--- src/rtl/aes_pkg.sv ---
// rtl/aes_pkg.sv - shared AES types, S-box tables and GF(2^8) helpers
package aes_pkg;

  localparam int AES128_NR = 10;

  typedef enum logic [1:0] {IDLE, RUN, LAST} state_e;

  // Byte 0 sits in the most significant byte, matching the bus ordering
  typedef logic [0:15][7:0] block_t;

  function automatic logic [7:0] xtime(input logic [7:0] b);
    return {b[6:0], 1'b0} ^ (b[7] ? 8'h1b : 8'h00);
  endfunction

  function automatic logic [7:0] mul2(input logic [7:0] b);
    return xtime(b);
  endfunction

  function automatic logic [7:0] mul9(input logic [7:0] b);
    return xtime(xtime(xtime(b))) ^ b;
  endfunction

  function automatic logic [7:0] mul11(input logic [7:0] b);
    return xtime(xtime(xtime(b))) ^ xtime(b) ^ b;
  endfunction

  function automatic logic [7:0] mul13(input logic [7:0] b);
    return xtime(xtime(xtime(b))) ^ xtime(xtime(b)) ^ b;
  endfunction

  function automatic logic [7:0] mul14(input logic [7:0] b);
    return xtime(xtime(xtime(b))) ^ xtime(xtime(b)) ^ xtime(b);
  endfunction

  function automatic logic [7:0] sbox(input logic [7:0] b);
    logic [0:255][7:0] t;
    t = {256'h637c777bf26b6fc53001672bfed7ab76_ca82c97dfa5947f0add4a2af9ca472c0,
         256'hb7fd9326363ff7cc34a5e5f171d83115_04c723c31896059a071280e2eb27b275,
         256'h09832c1a1b6e5aa0523bd6b329e32f84_53d100ed20fcb15b6acbbe394a4c58cf,
         256'hd0efaafb434d338545f9027f503c9fa8_51a3408f929d38f5bcb6da2110fff3d2,
         256'hcd0c13ec5f974417c4a77e3d645d1973_60814fdc222a908846eeb814de5e0bdb,
         256'he0323a0a4906245cc2d3ac629195e479_e7c8376d8dd54ea96c56f4ea657aae08,
         256'hba78252e1ca6b4c6e8dd741f4bbd8b8a_703eb5664803f60e613557b986c11d9e,
         256'he1f8981169d98e949b1e87e9ce5528df_8ca1890dbfe6426841992d0fb054bb16};
    return t[b];
  endfunction

  function automatic logic [7:0] inv_sbox(input logic [7:0] b);
    logic [0:255][7:0] t;
    t = {256'h52096ad53036a538bf40a39e81f3d7fb_7ce339829b2fff87348e4344c4dee9cb,
         256'h547b9432a6c2233dee4c950b42fac34e_082ea16628d924b2765ba2496d8bd125,
         256'h72f8f66486689816d4a45ccc5d65b692_6c704850fdedb9da5e154657a78d9d84,
         256'h90d8ab008cbcd30af7e45805b8b34506_d02c1e8fca3f0f02c1afbd0301138a6b,
         256'h3a9111414f67dcea97f2cfcef0b4e673_96ac7422e7ad3585e2f937e81c75df6e,
         256'h47f11a711d29c5896fb7620eaa18be1b_fc563e4bc6d279209adbc0fe78cd5af4,
         256'h1fdda8338807c731b11210592780ec5f_60517fa919b54a0d2de57a9f93c99cef,
         256'ha0e03b4dae2af5b0c8ebbb3c83539961_172b047eba77d626e169146355210c7d};
    return t[b];
  endfunction

endpackage

--- src/rtl/decrypt_round.sv ---
// rtl/decrypt_round.sv - one combinational AES inverse round
module decrypt_round
  import aes_pkg::*;
(
  input  logic [127:0] i_state,
  input  logic [127:0] i_rk,
  input  logic         i_last,
  output logic [127:0] o_state
);

  block_t w_st;
  block_t w_rk;
  block_t w_ark;
  block_t w_mix;

  always_comb begin
    w_st  = i_state;
    w_rk  = i_rk;
    w_ark = '0;
    w_mix = '0;
    // Row r rotates right by r: output column c takes input column c-r
    for (int r = 0; r < 4; r++) begin
      for (int c = 0; c < 4; c++) begin
        w_ark[r + 4*c] = inv_sbox(w_st[r + 4*((c + 4 - r) % 4)]) ^ w_rk[r + 4*c];
      end
    end
    for (int c = 0; c < 4; c++) begin
      w_mix[4*c]   = mul14(w_ark[4*c]) ^ mul11(w_ark[4*c+1]) ^ mul13(w_ark[4*c+2]) ^ mul9(w_ark[4*c+3]);
      w_mix[4*c+1] = mul9(w_ark[4*c])  ^ mul14(w_ark[4*c+1]) ^ mul11(w_ark[4*c+2]) ^ mul13(w_ark[4*c+3]);
      w_mix[4*c+2] = mul13(w_ark[4*c]) ^ mul9(w_ark[4*c+1])  ^ mul14(w_ark[4*c+2]) ^ mul11(w_ark[4*c+3]);
      w_mix[4*c+3] = mul11(w_ark[4*c]) ^ mul13(w_ark[4*c+1]) ^ mul9(w_ark[4*c+2])  ^ mul14(w_ark[4*c+3]);
    end
    o_state = i_last ? w_ark : w_mix;
  end

endmodule

--- src/rtl/inv_cipher.sv ---
// rtl/inv_cipher.sv - iterative AES-128 decryption, one inverse round per clock
module inv_cipher
  import aes_pkg::*;
#(
  parameter int NR = AES128_NR
) (
  input  logic                    clk,
  input  logic                    rst,
  input  logic                    start,
  input  logic [127:0]            in,
  input  logic [128*(NR+1)-1:0]   w,
  output logic [127:0]            out,
  output logic                    done,
  output logic                    busy
);

  if (NR != 10) begin : g_nr_illegal
    $error("inv_cipher supports only NR=10 (AES-128)");
  end

  state_e       r_fsm;
  state_e       w_fsm_nxt;
  logic [3:0]   r_round;
  logic [127:0] r_state;
  logic [127:0] r_out;
  logic         r_done;
  logic         r_busy;
  logic [127:0] w_rk_sel;
  logic [127:0] w_round_out;

  // r_round is 0 in LAST, so the same select delivers rk0 for the final round
  always_comb w_rk_sel = w[128*(NR - int'(r_round)) +: 128];

  decrypt_round u_round (
    .i_state (r_state),
    .i_rk    (w_rk_sel),
    .i_last  (r_fsm == LAST),
    .o_state (w_round_out)
  );

  always_ff @(posedge clk or posedge rst) begin
    if (rst) r_fsm <= IDLE;
    else     r_fsm <= w_fsm_nxt;
  end

  always_comb begin
    w_fsm_nxt = r_fsm;
    case (r_fsm)
      IDLE:    if (start) w_fsm_nxt = RUN;
      RUN:     if (r_round == 4'd1) w_fsm_nxt = LAST;
      LAST:    w_fsm_nxt = IDLE;
      default: w_fsm_nxt = IDLE;
    endcase
  end

  always_ff @(posedge clk or posedge rst) begin
    if (rst) begin
      r_round <= '0;
      r_state <= '0;
      r_out   <= '0;
      r_done  <= 1'b0;
      r_busy  <= 1'b0;
    end else begin
      r_done <= 1'b0;
      case (r_fsm)
        IDLE: if (start) begin
          r_state <= in ^ w[127:0];
          r_round <= 4'(NR - 1);
          r_busy  <= 1'b1;
        end
        RUN: begin
          r_state <= w_round_out;
          r_round <= r_round - 4'd1;
        end
        LAST: begin
          r_out  <= w_round_out;
          r_done <= 1'b1;
          r_busy <= 1'b0;
        end
        default: ;
      endcase
    end
  end

  assign out  = r_out;
  assign done = r_done;
  assign busy = r_busy;

endmodule

--- config.mk ---
export PLATFORM = sky130hd
export DESIGN_NAME = inv_cipher
export DESIGN_NICKNAME = d
export VERILOG_FILES = /design/src/rtl/aes_pkg.sv /design/src/rtl/decrypt_round.sv /design/src/rtl/inv_cipher.sv
export SDC_FILE = /design/constraint.sdc
export NUM_CORES = 2
export LEC_CHECK = 0
export ABC_CLOCK_PERIOD_IN_PS = 14400
export BUFFER_PORTS_ARGS = -buffer_cell sky130_fd_sc_hd__buf_2
export CAP_MARGIN = 10
export CELL_PAD_IN_SITES_DETAIL_PLACEMENT = 1
export CELL_PAD_IN_SITES_GLOBAL_PLACEMENT = 2
export CORE_AREA = 2 2 656 658
export DETAILED_ROUTE_END_ITERATION = 16
export DIE_AREA = 0 0 658 660
export PLACE_DENSITY = 0.63
export SLEW_MARGIN = 30
export SYNTH_ARGS = -nofsm -noshare
export SYNTH_HDL_FRONTEND = slang
export SYNTH_SLANG_ARGS = --single-unit
--- constraint.sdc ---
create_clock -name clk -period 14.4 [get_ports clk]
set_input_delay 0 -clock clk [delete_from_list [all_inputs] [get_ports clk]]
set_output_delay 0 -clock clk [all_outputs]
set_load 0.01 [all_outputs]
* Word-level counts from Yosys, hierarchy flattened
Memory sizes are Yosys's and may differ from the RTL's. Cells that the tools add are included. Widths: inputs -> output; s select.
Storage, ports and cells: word-level logic and storage cells 368, ROM bits 32768, register bits 264, input port bits 1539, memories 16
Operators by class: shift-type cells 1, bitwise gates (word level) 225, equality and inequality tests 5, reductions and logical operators 6, add/subtract/negate cells 2, muxes and demuxes 91, order comparisons 16
Memory list:
- (no name shown) | words 256, bits a word 8, read ports 1, clocked after memory_dff 0, wr ports 0, line aes_pkg.sv:58 | return t[b];
- (no name shown) | words 256, bits a word 8, read ports 1, clocked after memory_dff 0, wr ports 0, line aes_pkg.sv:58
- (no name shown) | words 256, bits a word 8, read ports 1, clocked after memory_dff 0, wr ports 0, line aes_pkg.sv:58
- (no name shown) | words 256, bits a word 8, read ports 1, clocked after memory_dff 0, wr ports 0, line aes_pkg.sv:58
- (no name shown) | words 256, bits a word 8, read ports 1, clocked after memory_dff 0, wr ports 0, line aes_pkg.sv:58
- (no name shown) | words 256, bits a word 8, read ports 1, clocked after memory_dff 0, wr ports 0, line aes_pkg.sv:58
- 10 more memories
Operators with widths (number):
- $xor 8x8->8 | 201
- $shiftx 1408x12->128 | 1
- $mux 128 | 2
- $mux 8 | 32
- $pmux 128 s2 | 1
- $mux 5 | 48
- $ge 9x9->1 const B | 16
- $not 8->9 | 16
- $xor 128x128->128 | 1
- $xor 8x5->8 | 7
- $pmux 4 s2 | 1
- $reduce_and 2->1 | 3
- $sub 4x4->5 const A | 1
- $eq 4x1->1 const B | 1
- $mux 2 | 2
- $mux 4 | 1
- $ne 2x2->1 const B | 2
- $pmux 2 s2 | 1
- $reduce_bool 2->1 | 2
- $sub 4x1->4 const B | 1
- $eq 2x1->1 const B | 1
- $eq 2x2->1 const B | 1
- $logic_not 2->1 | 1
- $mux 1 | 2
- $pmux 1 s2 | 1

* Logic depth before layout (Yosys ltp)
depth in word-level cells 18, gate-level depth with buffers 31

* Hierarchy
Synthesis repeated with hierarchy kept, for this count alone.
Unflattened totals: cell total of the unflattened synthesis 12656, area total of the unflattened synthesis 93726.1 µm²
Modules (own cells, without submodules):
- decrypt_round | cells an instance 9807, sequential area each 0.0 µm², instances 1, area each 68399.4 µm²
- inv_cipher | cells an instance 2849, sequential area each 6606.3 µm², instances 1, area each 25326.8 µm²

* Least setup slack after synthesis
Ideal clock, no wire load.
kind register -> register, start register r_round[0], end register r_state[92], library setup time 0.126 ns, slack 8.440 ns, required time 14.274 ns, cell stages (with the launch flop) 31, path buffers 17, data arrival time 5.834 ns, clock period less this slack 5.960 ns, path through dfrtp_1 buf_6 buf_8 buf_8 buf_8 buf_6 buf_6 buf_6 buf_4 buf_4 buf_2 inv_1 ha_1 buf_4 buf_4 buf_4 buf_6 buf_4 buf_4 buf_2 mux4_2 nand2_1 a21oi_1 a31oi_1 nor2_1 xnor2_1 xor2_1 xnor3_1 xor2_1 xnor2_1 a221o_1
On the way: cells in the longest elaborated chain, start to end 14
Ends and longest elaborated chain:
- from (decl) | line inv_cipher.sv:23 | logic [3:0] r_round;
- from (signal assigned) | line inv_cipher.sv:68 | r_round <= 4'(NR - 1);
- from (signal assigned) | line inv_cipher.sv:73 | r_round <= r_round - 4'd1;
- $sub 4x4->5 * | line inv_cipher.sv:32 | always_comb w_rk_sel = w[128*(NR - int'(r_round)) +: 128];
- $shiftx 1408x12->128 * | line inv_cipher.sv:32
- $xor 8x8->8 | line decrypt_round.sv:24 | w_ark[r + 4*c] = inv_sbox(w_st[r + 4*((c + 4 - r) % 4)]) ^ w_rk[r + 4*c];
- $xor 8x8->8 | line aes_pkg.sv:12 | return {b[6:0], 1'b0} ^ (b[7] ? 8'h1b : 8'h00);
- $mux 5 / $xor 8x8->8 (equally long branches) | line aes_pkg.sv:12
- $xor 8x8->8 / $mux 5 (equally long branches) | line aes_pkg.sv:12
- $xor 8x5->8 | line aes_pkg.sv:12
- $xor 8x8->8, on equally long branches (2 in a row) | line aes_pkg.sv:32, aes_pkg.sv:24
- $xor 8x8->8 (3 in a row) | line decrypt_round.sv:28 | w_mix[4*c] = mul14(w_ark[4*c]) ^ mul11(w_ark[4*c+1]) ^ mul13(w_ark[4*c+2]) ^ mul9(w_ark[4*c+3]);
- $mux 128 * | line decrypt_round.sv:33 | o_state = i_last ? w_ark : w_mix;
- $pmux 128 s2 * | line inv_cipher.sv:65 | case (r_fsm)
- to (signal assigned) | line inv_cipher.sv:67 | r_state <= in ^ w[127:0];
- to (signal assigned) | line inv_cipher.sv:72 | r_state <= w_round_out;
- to (decl) | line inv_cipher.sv:24 | logic [127:0] r_state;
Mark *: on every way between the ends. The rest lies on a longest branch, timed or not. A chain may end at the register's enable or synchronous reset.

* Worst setup path in the final report
Same ends and word-level chain as after synthesis.

==> results.md <==
* Area Growth Syn to Fin at 19.12%
* Req. time, crit path at 14.97 ns
* CTS tree: yes
* # hold bufs at CTS at 178
* Ys flop type: dfrtp_1
* Rows at 240
* CP max stage cell: dfrtp_4
* Clk root buf: clkbuf_16
* Final min period at 7.279 ns
* Area fraction of the dominant cell type after synthesis at 11.67%
* Later-pin clock latency in the skew report at 0.72 ns
* DR vias at 115194
* Grt ovf at 0
* CP most frequent cell: buf_4
* Depth of the most critical reg-to-reg path at 15
* Final hold slack at 0.01329 ns
* Asr flop ratio synth at 100.0%
* Setup WS pre-CTS at 7.144 ns
* GPL Wtd Cong at 1.032
* Chip Width at 658 um
* Worst hold stages at 4
* Drt via density at 5.984
* Synth Cell Area at 0.09012 mm2
* Routed WL per cell at 42.83 um
* Critical Path Start Type: register
* Syn_nets at 13678
* Initial antenna violation count at 460
* Clock-pin slew on the worst setup and hold paths at 0.09 ns
* Met3 Use GR at 11.39%
* Most frequent standard cell in the layout excluding fill and tap cells: buf_2
* CP max stage delay at 0.79 ns
* Hold Fails Final Rpt at 0
* Commonest non-fill, non-tap cells in the layout: buf_2 (1668), nand2_1 (1201), o21ai_0 (833), nor2_1 (769), a21oi_1 (751)
* Mapped Cells at 11834
* Final setup violation count at 0
* Crit-path cells: buf_4, buf_4, buf_4, mux4_2, nand2_1, a21oi_1, a31oi_1, nor2_1, xnor2_1, xnor3_2, xor2_4, xnor3_1, xnor3_2, xnor2_1, a221o_1
* Post-DP HPWL at 662800 um
* Initial Util at 21.12%
* Synth area leaders: mux4_2 (12%), dfrtp_1 (7.3%), xnor2_1 (5.3%)
* Port buffer count at 1668
* Worst setup startpoint: r_round[0]
* Met2 usage at 51.66%
* First-pass GRT wire length at 1070000 um
* CTS sink count at 264
* TritonRoute pass-1 iters at 6
* Io pins at 1669
* Area of the die at 0.4343 mm2
* Antenna-violating nets left at 0
* Vias in the first global route at 107253
* Final setup margin at 7.121 ns
* Post-synth EDFFs at 0
* Tcrit/Tclk final at 50.55%
* Layout cells sized above 1 at 23.90%
* GRT Max-Usage Layer: met2
* Slew headroom at 26.50%
* DR iter-0 viols at 17526
* Yosys top cell by area: mux4_2
* Setup Buffers After CTS at 0
* CORE AREA at 0.4267 mm2
* Crit Path Category: register to register
* Run status: completed
* Largest net degree at the start of global routing at 110
* DRC violation count after routing at 0
* Die H at 660 um
* Max-cap viol count at 0
* Yosys reg bits at 264
* Grt met1 use at 44.42%
* Fin util at 25.16%
* RSZ-0062 raised after global routing: false
* Clk_skew at 0.05226 ns
* Data arrival, critical path at 7.85 ns
* CTS Buf Count at 45
* Maximum clock rate at 137.4 MHz
* Reg2Reg Launch Point: r_round[0]
* GRT Util Overall at 36.03%
* Final WL at 824500 um
* Final net count at 14618
* Distinct cells, synth at 120
* Slew Viols, Final at 0
* Syn. warnings at 0
* Post-cts sizing count at 0
* Setup TNS at 0 ns
* Measured slew at the worst slew-check pin at 1.103 ns
* Longest Clk Path Bufs at 3
* Seq/Total Area, Yosys at 7.331%
* Worst Hold Class: primary input to register
* HP Start: w[106]
* H-tree levels at 2
* Worst-path maximum fanout at 46
* Syn Area/Cell at 7.615 um2
* Worst setup EP type: register
## worst paths after layout
| path | endpoint | slack, ns |
|---|---|---|
| worst max-delay path | r_state[92] | 7.12 |
| worst min-delay path | r_state[106] | 0.01 |
| worst max register to register | r_state[92] | 7.12 |
| worst min register to register | out[94] | 0.47 |
| max in group asynchronous | r_state[91] | 11.56 |
| min in group asynchronous | r_state[78] | 0.61 |
## logic make-up (layout without fill, tap and decap cells)
family,after synthesis,count (layout),share of synthesized area [%]
AO/OA/AOI/OAI,4020,4020,30.58
multiplexers,820,820,15.68
XOR/XNOR,1068,1068,12.99
flip-flops,264,264,7.331
AND/OR/NAND/NOR,3807,3807,20.62
other,0,753,0
adder cells (fa/ha/maj),305,305,4.260
buffers and inverters,1550,2526,8.553
## layer usage
metal / vias up / share of wire (%)
li1: 47298 / -
met1: 58703 / 39
met2: 7460 / 41
met3: 1563 / 11
met4: 170 / 9.0
met5: - / 0.16
## critical path: cells and delay by family (launching register included)
family	cells	cell delay, ns
and+or+nand+nor	2	0.36
DFF	1	0.79
xor gates and xnor gates	6	2.30
muxes	1	0.60
buffers and inverters	3	1.89
AOI/OAI and AO/OA	3	0.97
## registers in the layout (all words and copies together) (netlist names)
signal   count
out        128
r_state    128
r_round      4
r_fsm        2
busy         1
done         1
## stage by stage
step / instances / instance area (um2)
after floorplan: 11834 / 90120
after global placement: 18232 / 101900
after detailed placement: 18235 / 102100
after CTS: 18496 / 105400
after global routing: 19033 / 106800
final: 19250 / 107300
## synth_stat cells (55+ instances only)
master	count
mux2i_1	291
o21ai_0	849
a221oi_1	97
mux4_2	467
o311a_1	59
buf_1	95
a211oi_1	204
xnor2_1	546
o31ai_1	127
inv_1	166
a21oi_1	754
or2_2	76
a21o_1	57
a2111oi_0	60
xor2_1	311
nor2b_1	305
a311oi_1	161
xnor3_1	77
nand3b_1	55
nand2_1	1202
dfrtp_1	264
or3_1	80
nor2_1	773
mux2_2	59
nand3_1	230
nor3_1	280
o311ai_0	146
and3_1	75
nand2b_1	367
ha_1	302
o22ai_1	103
a22oi_1	95
a211o_1	68
buf_4	128
buf_6	88
clkbuf_1	596
nor3b_1	66
o211ai_1	191
buf_2	417
o221ai_1	114
a31oi_1	299
xnor2_2	69
and2_1	117
## final cells by class
type / count / area (um2)
timing repair buffer: 2236 / 13190
tap: 5687 / 7116
antenna: 753 / 1884
fill: 52064 / 319400
clock buffer: 59 / 1250
sequential: 264 / 6739
multi-input combinational: 10020 / 76080
inverter: 207 / 787.0
clock inverter: 24 / 299.0
Power is not shown: default switching activity piles up to over one toggle a cycle in this logic, so the estimate is an artifact.
